[src/rtl/pio_pkg.sv]
// Shared register map and capture-mode constants for the input PIO.
package pio_pkg;
    localparam int unsigned PIO_ADDR_W = 2;

    typedef logic [PIO_ADDR_W-1:0] pio_addr_t;

    localparam pio_addr_t PIO_ADDR_DATA    = 2'd0;
    localparam pio_addr_t PIO_ADDR_IRQMASK = 2'd2;
    localparam pio_addr_t PIO_ADDR_EDGECAP = 2'd3;

    localparam int unsigned EDGE_RISING  = 0;
    localparam int unsigned EDGE_FALLING = 1;
    localparam int unsigned EDGE_ANY     = 2;
endpackage

[src/rtl/pio_in_edge_irq_if.sv]
// Avalon-MM slave bus bundle for the input PIO, including its interrupt line.
interface pio_in_edge_irq_if #(
    parameter int unsigned WIDTH = 8
) ();
    import pio_pkg::*;

    pio_addr_t          address;
    logic               chipselect;
    logic               write_n;
    logic [WIDTH-1:0]   writedata;
    logic [WIDTH-1:0]   readdata;
    logic               irq;

    modport master (
        output address, chipselect, write_n, writedata,
        input  readdata, irq
    );

    modport slave (
        input  address, chipselect, write_n, writedata,
        output readdata, irq
    );
endinterface

[src/rtl/pio_in_sync.sv]
// Multi-stage input synchroniser with a delayed copy for per-bit edge events.
module pio_in_sync
    import pio_pkg::*;
#(
    parameter int unsigned WIDTH       = 8,
    parameter int unsigned SYNC_STAGES = 2,
    parameter int unsigned EDGE_TYPE   = EDGE_RISING
) (
    input  logic             clk,
    input  logic             reset,
    input  logic [WIDTH-1:0] in_port,
    output logic [WIDTH-1:0] sync,
    output logic [WIDTH-1:0] evt_c
);
    logic [WIDTH-1:0] chain [SYNC_STAGES];
    logic [WIDTH-1:0] prev;
    logic [WIDTH-1:0] rise_c;
    logic [WIDTH-1:0] fall_c;

    always_ff @(posedge clk) begin
        if (reset) begin
            for (int i = 0; i < int'(SYNC_STAGES); i++) begin
                chain[i] <= '0;
            end
            prev <= '0;
        end else begin
            chain[0] <= in_port;
            for (int i = 1; i < int'(SYNC_STAGES); i++) begin
                chain[i] <= chain[i-1];
            end
            prev <= chain[SYNC_STAGES-1];
        end
    end

    assign sync   = chain[SYNC_STAGES-1];
    assign rise_c = sync & ~prev;
    assign fall_c = ~sync & prev;

    always_comb begin
        evt_c = rise_c;
        if (EDGE_TYPE == EDGE_FALLING) begin
            evt_c = fall_c;
        end else if (EDGE_TYPE == EDGE_ANY) begin
            evt_c = rise_c | fall_c;
        end
    end
endmodule

[src/rtl/pio_in_edge_irq.sv]
// Avalon-MM input PIO: synchronised level read-back, W1C edge capture, masked IRQ.
module pio_in_edge_irq
    import pio_pkg::*;
#(
    parameter int unsigned WIDTH       = 8,
    parameter int unsigned EDGE_TYPE   = EDGE_RISING,
    parameter int unsigned SYNC_STAGES = 2
) (
    input  logic             clk,
    input  logic             reset,
    input  logic [WIDTH-1:0] in_port,
    pio_in_edge_irq_if.slave bus
);
    localparam int unsigned ARM_W   = $clog2(SYNC_STAGES + 2);
    localparam logic [ARM_W-1:0] ARM_MAX = ARM_W'(SYNC_STAGES + 1);

    logic [WIDTH-1:0] sync;
    logic [WIDTH-1:0] evt_c;
    logic [WIDTH-1:0] mask;
    logic [WIDTH-1:0] edgecap;
    logic [WIDTH-1:0] clr_c;
    logic [WIDTH-1:0] rd_c;
    logic [ARM_W-1:0] arm_cnt;
    logic             armed_c;
    logic             wr_c;

    pio_in_sync #(
        .WIDTH       (WIDTH),
        .SYNC_STAGES (SYNC_STAGES),
        .EDGE_TYPE   (EDGE_TYPE)
    ) u_sync (
        .clk     (clk),
        .reset   (reset),
        .in_port (in_port),
        .sync    (sync),
        .evt_c   (evt_c)
    );

    assign wr_c    = bus.chipselect & ~bus.write_n;
    assign armed_c = (arm_cnt == ARM_MAX);
    assign clr_c   = (wr_c && bus.address == PIO_ADDR_EDGECAP) ? bus.writedata : '0;

    // Read mux sees pre-write register values, so a same-cycle write is not reflected.
    always_comb begin
        rd_c = '0;
        case (bus.address)
            PIO_ADDR_DATA:    rd_c = sync;
            PIO_ADDR_IRQMASK: rd_c = mask;
            PIO_ADDR_EDGECAP: rd_c = edgecap;
            default:          rd_c = '0;
        endcase
    end

    always_ff @(posedge clk) begin
        if (reset) begin
            arm_cnt      <= '0;
            mask         <= '0;
            edgecap      <= '0;
            bus.readdata <= '0;
            bus.irq      <= 1'b0;
        end else begin
            if (!armed_c) begin
                arm_cnt <= arm_cnt + ARM_W'(1);
            end
            if (wr_c && bus.address == PIO_ADDR_IRQMASK) begin
                mask <= bus.writedata;
            end
            // Event ORed after the clear so a coincident event wins.
            edgecap      <= (edgecap & ~clr_c) | (armed_c ? evt_c : '0);
            bus.readdata <= rd_c;
            bus.irq      <= |(edgecap & mask);
        end
    end
endmodule

[src/flat_wrapper.sv]
// flat-port wrapper written by rule: the top's interface ports become plain ports
module pio_in_edge_irq_flat import pio_pkg::*;
#(
    parameter int unsigned WIDTH       = 8,
    parameter int unsigned EDGE_TYPE   = EDGE_RISING,
    parameter int unsigned SYNC_STAGES = 2
)
  (clk, reset, in_port, bus_address, bus_chipselect, bus_write_n, bus_writedata, bus_readdata, bus_irq);
  pio_in_edge_irq_if #(.WIDTH(WIDTH)) bus_i ();
  input  logic clk;
  input  logic reset;
  input  logic [WIDTH-1:0] in_port;
  input wire logic [$bits(bus_i.address)-1:0] bus_address;
  input wire logic [$bits(bus_i.chipselect)-1:0] bus_chipselect;
  input wire logic [$bits(bus_i.write_n)-1:0] bus_write_n;
  input wire logic [$bits(bus_i.writedata)-1:0] bus_writedata;
  output wire logic [$bits(bus_i.readdata)-1:0] bus_readdata;
  output wire logic [$bits(bus_i.irq)-1:0] bus_irq;
  assign bus_i.address = bus_address;
  assign bus_i.chipselect = bus_chipselect;
  assign bus_i.write_n = bus_write_n;
  assign bus_i.writedata = bus_writedata;
  assign bus_readdata = bus_i.readdata;
  assign bus_irq = bus_i.irq;
  pio_in_edge_irq #(.WIDTH(WIDTH), .EDGE_TYPE(EDGE_TYPE), .SYNC_STAGES(SYNC_STAGES)) u_core (.clk(clk), .reset(reset), .in_port(in_port), .bus(bus_i));
endmodule
[config.mk]
export PLATFORM = sky130hd
export DESIGN_NAME = pio_in_edge_irq_flat
export DESIGN_NICKNAME = d
export VERILOG_FILES = /design/src/rtl/pio_pkg.sv /design/src/rtl/pio_in_edge_irq_if.sv /design/src/rtl/pio_in_sync.sv /design/src/rtl/pio_in_edge_irq.sv /design/src/flat_wrapper.sv
export SDC_FILE = /design/constraint.sdc
export NUM_CORES = 1
export LEC_CHECK = 0
export ABC_AREA = 1
export CAP_MARGIN = 10
export CELL_PAD_IN_SITES_DETAIL_PLACEMENT = 1
export CELL_PAD_IN_SITES_GLOBAL_PLACEMENT = 1
export CORE_MARGIN = 5
export CORE_UTILIZATION = 34
export DETAILED_ROUTE_END_ITERATION = 12
export PLACE_DENSITY = 0.81
export SETUP_SLACK_MARGIN = 0.3
export SLEW_MARGIN = 20
export SYNTH_ARGS = -nofsm -noshare
export SYNTH_HDL_FRONTEND = slang
export SYNTH_SLANG_ARGS = --single-unit
[constraint.sdc]
create_clock -name clk -period 1 [get_ports clk]
set_input_delay 0.3 -clock clk [delete_from_list [all_inputs] [get_ports clk]]
set_output_delay 0.3 -clock clk [all_outputs]
set_load 0.01 [all_outputs]
**Yosys cells after proc, flatten, opt, wreduce, memory -nomap -nowiden**

Memories as Yosys holds them, arrays and structs flattened.
Index checks and enable logic that the tools add are counted.

- Reductions and logical operators: 4
- Add/sub/neg operators: 1
- Multiplexer cells: 8
- Bitwise gates (word level): 10
- Equality and inequality tests: 3

Operator list:

| operator | count |
|---|---|
| 2-to-1 mux 8 bit | 4 |
| bitwise AND 8 bit | 3 |
| one-hot mux 8 bit (3 select lines) | 1 |
| NOT 8 bit | 2 |
| OR 8 bit | 1 |
| OR reduction 8 bit | 1 |
| == test 2 bit, second input constant | 3 |
| 2-to-1 mux 1 bit | 3 |
| adder 2 x 1 -> 2 bit, second input constant | 1 |
| logical AND 1 bit | 2 |
| zero test 2 bit | 1 |
| OR 1 bit | 2 |
| bitwise AND 1 bit | 1 |
| NOT 1 bit | 1 |

- Register bits after elaboration: 35
- Memory bits (writable): 16
- Memories: 1
- Output and inout bits: 9
- Input port bits: 22

Memories:

| name | words | width | read ports | clocked after memory_dff | write ports | line | RTL |
|---|---|---|---|---|---|---|---|
| u_core.u_sync.chain | 2 | 8 | 2 | 0 | 2 | pio_in_sync.sv:15 | `logic [WIDTH-1:0] chain [SYNC_STAGES];` |

**Logic depth before layout (Yosys ltp)**

- Word-level depth: 7
- Gate-level depth with buffers: 7
- Gate-level depth less buffers: 6

**Cells and area by module**

Synthesis repeated with hierarchy kept, for this count alone.

- Cells, all modules: 257
- Area total of the unflattened synthesis: 1934.4 µm²

Modules (own cells, without submodules):

| module | instances | area an instance (µm²) | cells an instance |
|---|---|---|---|
| pio_in_edge_irq | 1 | 1161.1 | 167 |
| pio_in_sync | 1 | 773.2 | 90 |

**Worst setup path after synthesis**

OpenSTA, ideal clock, no wires.

- Path type: register -> register
- Start: register u_core.arm_cnt[0]
- End: register u_core.edgecap[4]
- Setup time: 71 ps
- Arrival: 924 ps
- Slack: 5 ps
- Cell stages (with the launch flop): 7
- Required time: 929 ps
- Cells stage by stage: dfxtp_1 ha_1 buf_2 inv_1 nor2_1 nand2_1 a21oi_1

- Cells in the longest elaborated chain, start to end: 3

Ends and longest elaborated chain:

| element | line | RTL |
|---|---|---|
| from (decl) | pio_in_edge_irq.sv:23 | `logic [ARM_W-1:0] arm_cnt;` |
| from (signal assigned) | pio_in_edge_irq.sv:63 | `arm_cnt <= arm_cnt + ARM_W'(1);` |
| == test 2 bit | pio_in_edge_irq.sv:40 | `assign armed_c = (arm_cnt == ARM_MAX);` |
| 2-to-1 mux 8 bit | pio_in_edge_irq.sv:69 | `edgecap <= (edgecap & ~clr_c) \| (armed_c ? evt_c : '0);` |
| OR 8 bit | pio_in_edge_irq.sv:69 |  |
| to (signal assigned) | pio_in_edge_irq.sv:69 |  |
| to (decl) | pio_in_edge_irq.sv:20 | `logic [WIDTH-1:0] edgecap;` |

Every way passes these cells.
A chain may end at the register's enable or synchronous reset.

**Worst setup path in the final report**

- Start: register u_core.bus.readdata[4]
- End: output port bus_readdata[4]

RTL lines:

| element | line | RTL |
|---|---|---|
| from (decl) | pio_in_edge_irq_if.sv:21 | `output readdata, irq` |
| from (signal assigned) | pio_in_edge_irq.sv:70 | `bus.readdata <= rd_c;` |
| to (decl) | flat_wrapper.sv:17 | `output wire logic [$bits(bus_i.readdata)-1:0] bus_readdata;` |

No word-level cell between the ends.

==> impl_metrics.json <==
{
  "synth_top_area_share": 0.5473,
  "globalRouteOverflowTotal": 0,
  "routabilityCongestion": 0.7281,
  "portBuffers": 30,
  "violations": "setup timing",
  "synth_cell_types": 17,
  "muxShareOfSynthArea": 0,
  "die_area_sq_um": 7069,
  "multi_input_area_sq_um": 1121,
  "rsz0062_at_grt": "yes",
  "r2r_start": "u_core.arm_cnt[0]",
  "rows": 27,
  "dr.first_iter.drc_count": 35,
  "ys_ff_latch": 51,
  "hold_buffers": 0,
  "crit_cells": 1,
  "die_h_um": 84.08,
  "critical_path.slowest_cell": "dfxtp_2",
  "hp-class": "reg2reg",
  "crit_fanout": 1,
  "synthFlopType": "dfxtp_1",
  "n_fill_cell": 610,
  "coreArea_sq_um": 5405,
  "crit_path_end_kind": "output pin",
  "drive_gt1_frac": 0.5292,
  "skew_ns": 0.009056,
  "drt-vias-per-instance": 4.784,
  "cp_num_buf_inv": 1,
  "dpl.hpwl_um": 3368,
  "hold_depth": 2,
  "worst_slew_pin_slew_ns": 0.2246,
  "synth_compound_area_frac": 0.04829,
  "synth.cell_area_sq_um": 1866,
  "cts_tree": "done",
  "leakage_nw": 1.616,
  "ys_warn_count": 0,
  "clock_latency_ns": 0.31,
  "seqPwrFrac": 0.502,
  "power.density_nw_per_um2": 1387,
  "holdWs_ns": 0.4050,
  "crit_path_max_incr_delay_ns": 0.33,
  "fin_crit_sh": 1.053,
  "synthCells": 250,
  "grt_pass1_wl_um": 9625,
  "crit_path_end": "bus_readdata[4]",
  "synth_edf_count": 0,
  "die_w_um": 84.08,
  "routedWlPerCell_um": 18.00,
  "vias": 1818,
  "arrival_ns": 0.75,
  "yosys.area_share.simple": 0.2924,
  "grt_pass1_vias": 1989,
  "ir_drop_uv": 758.2,
  "yosysSeqAreaShare": 0.5473,
  "synthTopCellsByArea": "dfxtp_1 (55%), nand2_1 (12%), nor2_1 (11%)",
  "synth_top_area_cell": "dfxtp_1",
  "clockBufferDepth": 2,
  "yosysMostFrequentCell": "nand2_1",
  "post-route-util": 0.5829,
  "dp_slack_ns": -0.6412,
  "cap_violations": 0,
  "insertedDiodeCount": 0,
  "dr.pass1.iters": 4,
  "grt_max_degree": 17,
  "drv_slew": 0,
  "syn_nets": 273,
  "worstSetupPathType": "reg2out",
  "synth_top_family_by_area": "simple AND/OR/NAND/NOR gates",
  "antenna_found_initial": 0,
  "drt-total-wl_um": 6841,
  "finalSetupViolCount": 9,
  "start_kind": "flop",
  "fmax_mhz": 949.5,
  "synthAdderAreaFrac": 0.006707,
  "cpLargestDelayFamily": "flip-flops",
  "maxSlewHeadroom": 0.8497,
  "drc": 0,
  "cts_sinks": 51,
  "final_net_count": 331,
  "seq_area_sq_um": 1071,
  "required_ns": 0.70,
  "clk_pin_slew_ns": 0.09,
  "clkPwrFrac": 0.322,
  "ant_nets": 0,
  "power.internal_mw": 3.231,
  "period_minus_slack_ns": 1.053,
  "reg2reg_slack_ns": 0,
  "h-tree-depth": 2,
  "p_sw_mw": 1.140,
  "avgSynthCellArea_sq_um": 7.462,
  "grt_util_all_layers": 0.1753,
  "path_cells": "buf_6",
  "setup.worst_path.start": "u_core.bus.readdata[4]",
  "pin_count": 31,
  "swShare": 0.2608,
  "status": "finished, violations left",
  "start_util": 0.3451,
  "synth_xor_area_frac": 0.004695,
  "combPwrFrac": 0.175,
  "ys_async_sr_fraction": 0,
  "area_growth_pct": 68.88,
  "cts_buffers": 5,
  "fin_ws_ns": -0.05318,
  "netlist_top_cells_count": "nand2_1 (61), nor2_1 (54), dfxtp_1 (51)",
  "timing.rr.end": "u_core.edgecap[7]",
  "reg2reg_depth": 4,
  "clockRootBuffer": "clkbuf_8",
  "hold_viol": 0
}
## routing by layer
| layer | up-vias | share of wire | GRT usage |
|---|---|---|---|
| li1 | 864 | - | - |
| met3 | 28 | 0.049 | 0.04738 |
| met4 | 0 | 0.054 | 0.08480 |
| met5 | - | 0 | 0 |
| met2 | 56 | 0.54 | 0.3264 |
| met1 | 870 | 0.36 | 0.1778 |
## per-stage QoR
| stage | instances | power, mW | instance area [sq um] | setup TNS [ns] |
|---|---|---|---|---|
| after floorplan | 250 | 2.480 | 1968 | 0 |
| after global placement | 356 | 2.638 | 2351 | -20.80 |
| after detailed placement | 356 | 2.666 | 2351 | -21.31 |
| after CTS | 373 | 4.215 | 2840 | -0.4204 |
| after global routing | 380 | 4.530 | 3151 | -0.7263 |
| final | 380 | 4.371 | 3151 | -0.4065 |
## what timing repair did
item	CTS	global route
pin swaps	42	33
setup buffers	8	7
setup endpoints to repair	60	38
resized for setup	162	78
gates cloned	2	0
## layout by cell type, fill, tap and decap left out
master / count
o21ai_2: 7
inv_4: 2
buf_12: 4
ha_4: 1
nand2_8: 2
nand2_1: 26
nor2_2: 10
nor2_1: 31
dfxtp_1: 27
buf_6: 14
buf_2: 5
bufinv_16: 1
dlygate4sd2_1: 4
nand3_2: 8
nand3_1: 8
a21oi_1: 2
dfxtp_2: 16
inv_2: 1
clkinvlp_4: 1
inv_1: 31
inv_6: 2
nand2_2: 11
clkbuf_8: 5
o21ai_1: 2
xor2_1: 1
dfxtp_4: 8
buf_8: 4
buf_4: 13
nor2_4: 15
clkdlybuf4s50_1: 12
a21oi_2: 7
nand2_4: 24
clkbuf_1: 1
clkinv_8: 2
## kinds of logic after synthesis
kind of cell    Yosys count
compound gates           18
xor+xnor                  1
fa+ha+maj                 1
buf+inv                  45
flops                    51
simple gates            134
## flip-flops by register name (all words and copies together) (netlist names)
signal               count
u_core.arm_cnt           2
u_core.bus.readdata      8
u_core.edgecap           8
u_core.u_sync.chain     16
u_core.u_sync.prev       8
u_core.mask              8
u_core.bus.irq           1
## power groups by stage
stage / registers [mW] / clock network, mW / logic [mW]
after floorplan: 2.22 / 0 / 0.262
after CTS: 2.19 / 1.42 / 0.605
after detailed placement: 2.23 / 0 / 0.438
after global routing: 2.21 / 1.51 / 0.815
after global placement: 2.22 / 0 / 0.417
final: 2.20 / 1.41 / 0.766
## worst min path at each step
stage,startpoint,to,slack [ns]
CTS,u_core.u_sync.chain[0][2],u_core.u_sync.chain[0][10],0.41
global route,u_core.u_sync.chain[0][1],u_core.u_sync.chain[0][9],0.43
floorplan,u_core.u_sync.chain[0][2],u_core.u_sync.chain[0][10],0.39
global placement,u_core.u_sync.chain[0][2],u_core.u_sync.chain[0][10],0.39
detailed placement,u_core.u_sync.chain[0][2],u_core.u_sync.chain[0][10],0.39
finish,u_core.u_sync.chain[0][2],u_core.u_sync.chain[0][10],0.41
## tightest hold or removal path: stages, from the launching register on
cell,delay (ns)
dfxtp_1,0.30
inv_1,0.04
nor2_1,0.03
## area by class of cell
class                      instances  share of cell area
multi-input combinational        155              0.3558
timing repair inverter             1            0.002383
clock buffer                       6             0.02303
inverter                          38             0.05798
timing repair buffer              56              0.1827
sequential                        51              0.3400
tap                               72             0.02859
clock inverter                     1            0.009531
No activity file was read; power rests on OpenSTA's default activity.
